==> config.mk <==
export PLATFORM = sky130hd
export DESIGN_NAME = vga_timing_gen
export DESIGN_NICKNAME = d
export VERILOG_FILES = /design/src/rtl/vga_pkg.sv /design/src/rtl/vga_axis_counter.sv /design/src/rtl/vga_timing_gen.sv
export SDC_FILE = /design/constraint.sdc
export NUM_CORES = 1
export LEC_CHECK = 0
export BUFFER_PORTS_ARGS = -buffer_cell sky130_fd_sc_hd__buf_4
export CORE_MARGIN = 4
export CORE_UTILIZATION = 51
export DETAILED_ROUTE_END_ITERATION = 6
export GPL_TIMING_DRIVEN = 0
export PLACE_DENSITY = 0.75
export SETUP_SLACK_MARGIN = 0.2
export SLEW_MARGIN = 40
export SYNTH_ARGS = -nofsm -noshare
export SYNTH_HDL_FRONTEND = slang
export SYNTH_SLANG_ARGS = --single-unit
export TNS_END_PERCENT = 50
==> constraint.sdc <==
create_clock -name clk -period 2.07 [get_ports clk]
set_clock_uncertainty 0.15 [all_clocks]
set_input_delay 0.621 -clock clk [delete_from_list [all_inputs] [get_ports clk]]
set_output_delay 0.621 -clock clk [all_outputs]
set_load 0.005 [all_outputs]
==> src/rtl/vga_pkg.sv <==
// vga_pkg: 640x480@60 default timing, colour-bar constants and the fetch/delay tap type.
// The tap carries a bar index only when VGA_TEST_PATTERN_EN is defined.
package vga_pkg;

    localparam int DEF_H_ACTIVE = 640;
    localparam int DEF_H_FP     = 16;
    localparam int DEF_H_SYNC   = 96;
    localparam int DEF_H_BP     = 48;
    localparam int DEF_V_ACTIVE = 480;
    localparam int DEF_V_FP     = 10;
    localparam int DEF_V_SYNC   = 2;
    localparam int DEF_V_BP     = 33;

    // {R,G,B} of bar k is simply the bits of k: black, blue, green, cyan, red, magenta, yellow, white
    localparam logic [2:0] BAR_RGB [8] = '{3'b000, 3'b001, 3'b010, 3'b011,
                                           3'b100, 3'b101, 3'b110, 3'b111};

    // One raster position as it travels from the fetch stage to the output stage
    typedef struct packed {
        logic       req;
        logic       hs;
        logic       vs;
        logic       first;
`ifdef VGA_TEST_PATTERN_EN
        logic [2:0] bar;
`endif
    } vga_tap_t;

    function automatic int axis_total(input int act, input int fp, input int sync, input int bp);
        return act + fp + sync + bp;
    endfunction

endpackage

==> src/rtl/vga_axis_counter.sv <==
// vga_axis_counter: one raster axis (H or V); counts active, front porch, sync, back porch.
module vga_axis_counter
    import vga_pkg::*;
#(
    parameter int ACTIVE = DEF_H_ACTIVE,
    parameter int FP     = DEF_H_FP,
    parameter int SYNC   = DEF_H_SYNC,
    parameter int BP     = DEF_H_BP,
    parameter int W      = 10
) (
    input  logic         clk,
    input  logic         reset,
    input  logic         advance,
    output logic [W-1:0] count,
    output logic         wrap,
    output logic         act,
    output logic         sync
);

    localparam int           TOTAL    = axis_total(ACTIVE, FP, SYNC, BP);
    localparam logic [W-1:0] LAST     = W'(TOTAL - 1);
    localparam logic [W-1:0] ACT_END  = W'(ACTIVE);
    localparam logic [W-1:0] SYNC_BEG = W'(ACTIVE + FP);
    localparam logic [W-1:0] SYNC_END = W'(ACTIVE + FP + SYNC);

    if (TOTAL >= 2 ** W) begin : g_width_chk
        $error("vga_axis_counter: total count does not fit in W bits");
    end

    // wrap is qualified by advance so the next axis can use it directly as its advance
    assign wrap = advance && (count == LAST);
    assign act  = count < ACT_END;
    assign sync = (count >= SYNC_BEG) && (count < SYNC_END);

    // Position counter, steps only when advanced
    always_ff @(posedge clk or negedge reset) begin
        if (!reset)
            count <= '0;
        else if (advance)
            count <= wrap ? '0 : count + 1'b1;
    end

endmodule

==> src/rtl/vga_timing_gen.sv <==
// vga_timing_gen: VGA raster generator with pixel pre-fetch and FETCH_LAT-deep alignment delay.
// Optional macro VGA_TEST_PATTERN_EN adds pattern_sel and an internal 8-bar colour pattern.
module vga_timing_gen
    import vga_pkg::*;
#(
    parameter int H_ACTIVE  = DEF_H_ACTIVE,
    parameter int H_FP      = DEF_H_FP,
    parameter int H_SYNC    = DEF_H_SYNC,
    parameter int H_BP      = DEF_H_BP,
    parameter int V_ACTIVE  = DEF_V_ACTIVE,
    parameter int V_FP      = DEF_V_FP,
    parameter int V_SYNC    = DEF_V_SYNC,
    parameter int V_BP      = DEF_V_BP,
    parameter bit HS_POL    = 1'b0,
    parameter bit VS_POL    = 1'b0,
    parameter int COLOR_W   = 1,
    parameter int FETCH_LAT = 1,
    parameter int X_W       = 10,
    parameter int Y_W       = 10
) (
    input  logic                 clk,
    input  logic                 reset,
    input  logic                 en,
    input  logic [3*COLOR_W-1:0] pix_in,
`ifdef VGA_TEST_PATTERN_EN
    input  logic                 pattern_sel,
`endif
    output logic                 req,
    output logic [X_W-1:0]       req_x,
    output logic [Y_W-1:0]       req_y,
    output logic [3*COLOR_W-1:0] color,
    output logic                 hsync,
    output logic                 vsync,
    output logic                 active,
    output logic                 frame_start
);

    localparam int H_TOTAL = axis_total(H_ACTIVE, H_FP, H_SYNC, H_BP);
    localparam int V_TOTAL = axis_total(V_ACTIVE, V_FP, V_SYNC, V_BP);

    if (FETCH_LAT < 1 || FETCH_LAT > 8) begin : g_lat_chk
        $error("vga_timing_gen: FETCH_LAT must be in 1..8");
    end
    if (H_TOTAL >= 2 ** X_W) begin : g_h_chk
        $error("vga_timing_gen: H_TOTAL does not fit in X_W bits");
    end
    if (V_TOTAL >= 2 ** Y_W) begin : g_v_chk
        $error("vga_timing_gen: V_TOTAL does not fit in Y_W bits");
    end

    logic [X_W-1:0] hcnt;
    logic [Y_W-1:0] vcnt;
    logic           h_wrap, h_act, h_sync;
    logic           v_wrap_unused, v_act, v_sync;

    vga_axis_counter #(
        .ACTIVE (H_ACTIVE),
        .FP     (H_FP),
        .SYNC   (H_SYNC),
        .BP     (H_BP),
        .W      (X_W)
    ) u_h (
        .clk     (clk),
        .reset   (reset),
        .advance (en),
        .count   (hcnt),
        .wrap    (h_wrap),
        .act     (h_act),
        .sync    (h_sync)
    );

    // Lines advance on the enabled cycle that ends a line, so both axes wrap together
    vga_axis_counter #(
        .ACTIVE (V_ACTIVE),
        .FP     (V_FP),
        .SYNC   (V_SYNC),
        .BP     (V_BP),
        .W      (Y_W)
    ) u_v (
        .clk     (clk),
        .reset   (reset),
        .advance (h_wrap),
        .count   (vcnt),
        .wrap    (v_wrap_unused),
        .act     (v_act),
        .sync    (v_sync)
    );

`ifdef VGA_TEST_PATTERN_EN
    localparam logic [X_W-1:0] BAR_W = X_W'(H_ACTIVE / 8);
    if (H_ACTIVE < 8) begin : g_bar_chk
        $error("vga_timing_gen: H_ACTIVE too small for 8 colour bars");
    end
`endif

    vga_tap_t fetch_d, fetch_q;
    vga_tap_t dl [FETCH_LAT];
    vga_tap_t tap;

    // Decode the current counter position into a tap
    always_comb begin
        fetch_d       = '0;
        fetch_d.req   = h_act && v_act;
        fetch_d.hs    = h_sync;
        fetch_d.vs    = v_sync;
        fetch_d.first = (hcnt == '0) && (vcnt == '0);
`ifdef VGA_TEST_PATTERN_EN
        fetch_d.bar   = 3'(hcnt / BAR_W);
`endif
    end

    // Fetch stage: register the request and its coordinates
    always_ff @(posedge clk or negedge reset) begin
        if (!reset) begin
            fetch_q <= '0;
            req_x   <= '0;
            req_y   <= '0;
        end else if (en) begin
            fetch_q <= fetch_d;
            req_x   <= fetch_d.req ? hcnt : '0;
            req_y   <= fetch_d.req ? vcnt : '0;
        end
    end

    assign req = fetch_q.req;

    // Delay line matching the frame-buffer read latency
    always_ff @(posedge clk or negedge reset) begin
        if (!reset) begin
            for (int i = 0; i < FETCH_LAT; i++) dl[i] <= '0;
        end else if (en) begin
            dl[0] <= fetch_q;
            for (int i = 1; i < FETCH_LAT; i++) dl[i] <= dl[i-1];
        end
    end

    assign tap = dl[FETCH_LAT-1];

    logic [3*COLOR_W-1:0] color_d;

`ifdef VGA_TEST_PATTERN_EN
    logic       pat_mode;
    logic       pat_now;
    logic [2:0] bar_rgb;

    // Source selection latches only on the first pixel of a frame so frames never mix sources
    always_comb begin
        pat_now = tap.first ? pattern_sel : pat_mode;
        bar_rgb = BAR_RGB[tap.bar];
        color_d = !tap.req ? '0
                : pat_now  ? {{COLOR_W{bar_rgb[2]}}, {COLOR_W{bar_rgb[1]}}, {COLOR_W{bar_rgb[0]}}}
                :            pix_in;
    end

    // Remember the source chosen at the last frame start
    always_ff @(posedge clk or negedge reset) begin
        if (!reset)
            pat_mode <= 1'b0;
        else if (en)
            pat_mode <= pat_now;
    end
`else
    // Pixel data passes only inside the active area
    always_comb begin
        color_d = tap.req ? pix_in : '0;
    end
`endif

    // Output stage: pins toward the DAC and sync connectors
    always_ff @(posedge clk or negedge reset) begin
        if (!reset) begin
            color       <= '0;
            active      <= 1'b0;
            hsync       <= ~HS_POL;
            vsync       <= ~VS_POL;
            frame_start <= 1'b0;
        end else if (en) begin
            color       <= color_d;
            active      <= tap.req;
            hsync       <= tap.hs ? HS_POL : ~HS_POL;
            vsync       <= tap.vs ? VS_POL : ~VS_POL;
            frame_start <= tap.first;
        end
    end

endmodule

Word-level counts from Yosys, hierarchy flattened
Index checks and enable logic that the tools add are counted.

Output and inout port bits: 28. Register bits: 55. Input bits: 6.

Equal/unequal tests: 2. Reductions and logical operators: 8. $lt $le $gt $ge: 6. $add $sub $neg: 2. Muxes and demuxes: 7.

Operators by type and width (count): two-way mux 10 bit (4); adder 10 x 1 -> 10 bit, second input constant (2); == test 10 bit, second input constant (2); zero test 10 bit (2); less-than comparator 10 bit, second input constant (2); less-than comparator 10 x 9 -> 1 bit, second input constant (2); greater-or-equal comparator 10 bit, second input constant (1); greater-or-equal comparator 10 x 9 -> 1 bit, second input constant (1); logical AND 1 bit (6); two-way mux 3 bit (1); two-way mux 1 bit (2).

Logic depth before layout (Yosys ltp)
Word-level depth: 4. Depth in mapped cells: 6.

Modules after synthesis
From an unflattened synthesis, not the netlist that was laid out.

Cell total of the unflattened synthesis: 202. Area, all modules: 2496.1 sq um.

Modules (own cells, without submodules): vga_timing_gen (times used 1, cells an instance 94, area an instance 1337.5 sq um); vga_axis_counter (u_h) (times used 1, cells an instance 57, area an instance 604.3 sq um); vga_axis_counter (u_v) (times used 1, cells an instance 51, area an instance 554.3 sq um).

Least setup slack after synthesis
No wires, ideal clock.

Path type: register to register. Start point: reg u_h.count[5]. End point: reg u_v.count[3]. Cell stages (with the launch flop): 6. Library setup time: 69 ps. Period minus slack after synthesis: 2048 ps. Arrival: 1830 ps. Path buffers: 1. Setup slack: 22 ps. Cells stage by stage: dfrtp_1 > buf_6 > or3_4 > or4_4 > or3_1 > nand3_1.

Longest elaborated chain between the ends: 4.

RTL lines: from (decl) (line vga_axis_counter.sv:14) `output logic [W-1:0] count,`; from (signal assigned) (line vga_axis_counter.sv:40) `count <= wrap ? '0 : count + 1'b1;`; == test 10 bit * (line vga_axis_counter.sv:31) `assign wrap = advance && (count == LAST);`; logical AND 1 bit * (line vga_axis_counter.sv:31); logical AND 1 bit (line vga_axis_counter.sv:31); two-way mux 10 bit (line vga_axis_counter.sv:40); to (signal assigned) (line vga_axis_counter.sv:40); to (decl) (line vga_axis_counter.sv:14).

Mark *: on every way between the ends. The rest lies on a longest branch, timed or not. A chain may end at the register's enable or synchronous reset.

Worst setup path after layout
Ends and elaborated chain as after synthesis.

==> flow_summary.ini <==
[run_status]
status = finished, final reports clean

[floorplan]
core-area_um2 = 4440
num_rows = 24
die_h_um = 76.3
die_x_um = 76.3
start_util = 0.535
dieArea_um2 = 5820
pin_count = 34

[logic_synthesis]
netlist_area_um2 = 2380
synth_top_area_frac = 0.558
synth_flop_cell = dfrtp_1
async_flop_share = 1.00
syn_nets = 217
yosys-top-cells-area = dfrtp_1 56%, a22o_1 6.6%, xnor2_1 3.3%
synth-edff-count = 0
synth_seq_cells = 55
yosysSeqAreaShare = 0.580
ys_types = 41
yosysWarningCount = 0
syn_inst = 207
avgSynthCellArea_um2 = 11.5
netlist_top_cells_count = 53 x dfrtp_1, 18 x a22o_1, 14 x nand3_1, 14 x o21ai_0
synth.most_common_cell = dfrtp_1
synth_top_cell_by_area = dfrtp_1

[grt]
antenna_found_initial = 0
grtUsageMet1 = 0.256
grt_max_degree = 56
use_met3 = 0.0402
use_met2 = 0.275
grt_overflow = 0
grt.busiest_layer = met2
grt.total_usage = 0.183
grt_pass1_wl_um = 8580
grt_pass1_vias = 1716

[timing]
rsz0062_at_grt = true
layout_setup_ws_ps = 137
period_minus_slack_ps = 1930
setup_violations = 0
hold_violations = 0
slew_headroom = 0.556
tns_ps = 0
period_share = 0.934
fmax_ghz = 0.517
worst_pin_slew_ps = 666
report.final.slew_viol_count = 0

[cts]
tritoncts = built
cts_sinks = 55
clk_latency_ps = 310
root_buffer = clkbuf_8
htree_levels = 2
clkTransAtPathRegs_ps = 100
cts_buffers = 5
cts_max_path_buffers = 2

[drt]
remaining_drc_errors = 0
drtPass1Iterations = 4
wl_per_cell_um = 16.0
drt-total-wl_um = 5010
vias = 1800
viasPerCell = 5.77
postRouteAntennaNets = 0
drtIter0Drc = 119

[place]
io_buffer_count = 33
place_ws_ps = -129
hpwlAfterDp_um = 3320
place_area_um2 = 2700
gp_congestion = 0.858

[finish]
fin_area_um2 = 2970
syn_to_final_growth_pct = 24.7
diodes = 0
fill_cells = 332
layout.nets = 269
drive_gt1_frac = 0.304

[worst_setup_path]
critPathCaptureType = flip-flop
crit_type = reg2reg
cp_top_family = simple AND/OR/NAND/NOR gates
crit_required_ps = 2170
startpoint_type = flip-flop
r2r_start = u_h.count[5]
crit_chain = buf_6 -> or3_4 -> or4_4 -> or3_1 -> nand3_1
slowest_delay_ps = 450
worst-path-stages = 5
worstPathArrival_ps = 2040
r2r_slack_ps = 140
endpoint = u_v.count[3]
reg2reg_depth = 5
critPathSlowestCell = or4_4
path_max_fanout = 4
crit_start = u_h.count[5]
r2r_end = u_v.count[3]
cp_num_buf_inv = 1

[hold_path]
hold_path.class = in2async

[flow_run]
cap_violations = 0

[pwr]
p_per_area_nw_per_um2 = 783
power_mw = 2.32
p_leak_nw = 1.44
peakVddDrop_mv = 0.406
-- flip-flops by register name, summed over array words and instances (netlist names) --
signal / cells
req_y: 10
hsync: 1
color: 3
fetch_q: 3
u_v.count: 10
u_h.count: 10
req: 1
dl: 4
frame_start: 1
active: 1
vsync: 1
req_x: 10
-- metrics by stage --
| stage | std cells | util | hold WS [ps] |
|---|---|---|---|
| floorplan | 207 | - | 175 |
| global placement | 292 | 0.608 | 252 |
| detailed placement | 292 | 0.608 | 256 |
| CTS | 306 | 0.653 | 209 |
| global route | 312 | 0.668 | 243 |
| finish | 312 | 0.668 | 194 |
-- area by class of cell --
| type | instances | area, um2 | share of cell area |
|---|---|---|---|
| Clock inverter | 2 | 38.8 | 0.0131 |
| Tap cell | 52 | 65.1 | 0.0219 |
| Multi-Input combinational cell | 128 | 947 | 0.319 |
| Inverter | 12 | 45.0 | 0.0152 |
| Timing Repair Buffer | 45 | 338 | 0.114 |
| Sequential cell | 55 | 1380 | 0.465 |
| Clock buffer | 6 | 82.6 | 0.0278 |
| Buffer | 12 | 70.1 | 0.0236 |
-- logic make-up after synthesis --
kind of cell	count (synthesis)	share of synthesized area
and+or+nand+nor	66	0.164
muxes	7	0.0326
adders and majority gates	4	0.0210
buffers and inverters	24	0.0421
AOI/OAI and AO/OA	40	0.120
xor gates and xnor gates	11	0.0405
DFF	55	0.580
-- routing by layer --
metal | part of all wire | vias up
met4 | 0.011 | 0
met3 | 0.054 | 6
met2 | 0.48 | 52
met5 | 0 | -
li1 | - | 855
met1 | 0.45 | 887
-- placed cells by master, fill, tap and decap left out, drive strengths merged, types with 2 or more instances in the layout --
master	instances
a22o	18
a31oi	2
and3	6
and4	2
buf	48
clkbuf	15
dfrtp	53
dfstp	2
ha	4
inv	12
mux2	6
nand2	11
nand3	14
nand4	10
nand4b	2
nor2	5
nor3	2
nor4	5
o21ai	14
or3	3
xnor2	9
xor2	2
-- worst reg2reg max path, delay by kind of cell, from the launching register on --
family,cells,cell delay (ps)
simple gates,4,1230
flops,1,380
buf+inv,1,120
-- how the worst min path moves through the flow --
stage | slack, ps | depth (start not counted) | end
2_1_floorplan | 180 | 0 | active
3_3_place_gp | 250 | 1 | hsync
4_1_cts | 210 | 1 | u_h.count[9]
3_5_place_dp | 260 | 1 | hsync
6_report | 190 | 1 | u_h.count[9]
5_1_grt | 240 | 1 | req_y[9]
-- timing repair --
| item | 4_1_cts | 5_1_grt |
|---|---|---|
| gates cloned | 0 | 0 |
| endpoints found under the setup margin | 25 | 25 |
| pin swaps | 3 | 1 |
| setup buffers | 6 | 6 |
| resized for setup | 7 | 10 |
| hold buffers | 0 | 0 |
-- power breakdown --
| part | internal [mW] | switching, mW |
|---|---|---|
| Combinational | 0.164 | 0.174 |
| Sequential | 1.13 | 0.100 |
| Clock | 0.398 | 0.358 |
Note: power is estimated with default switching activity, not from simulation.
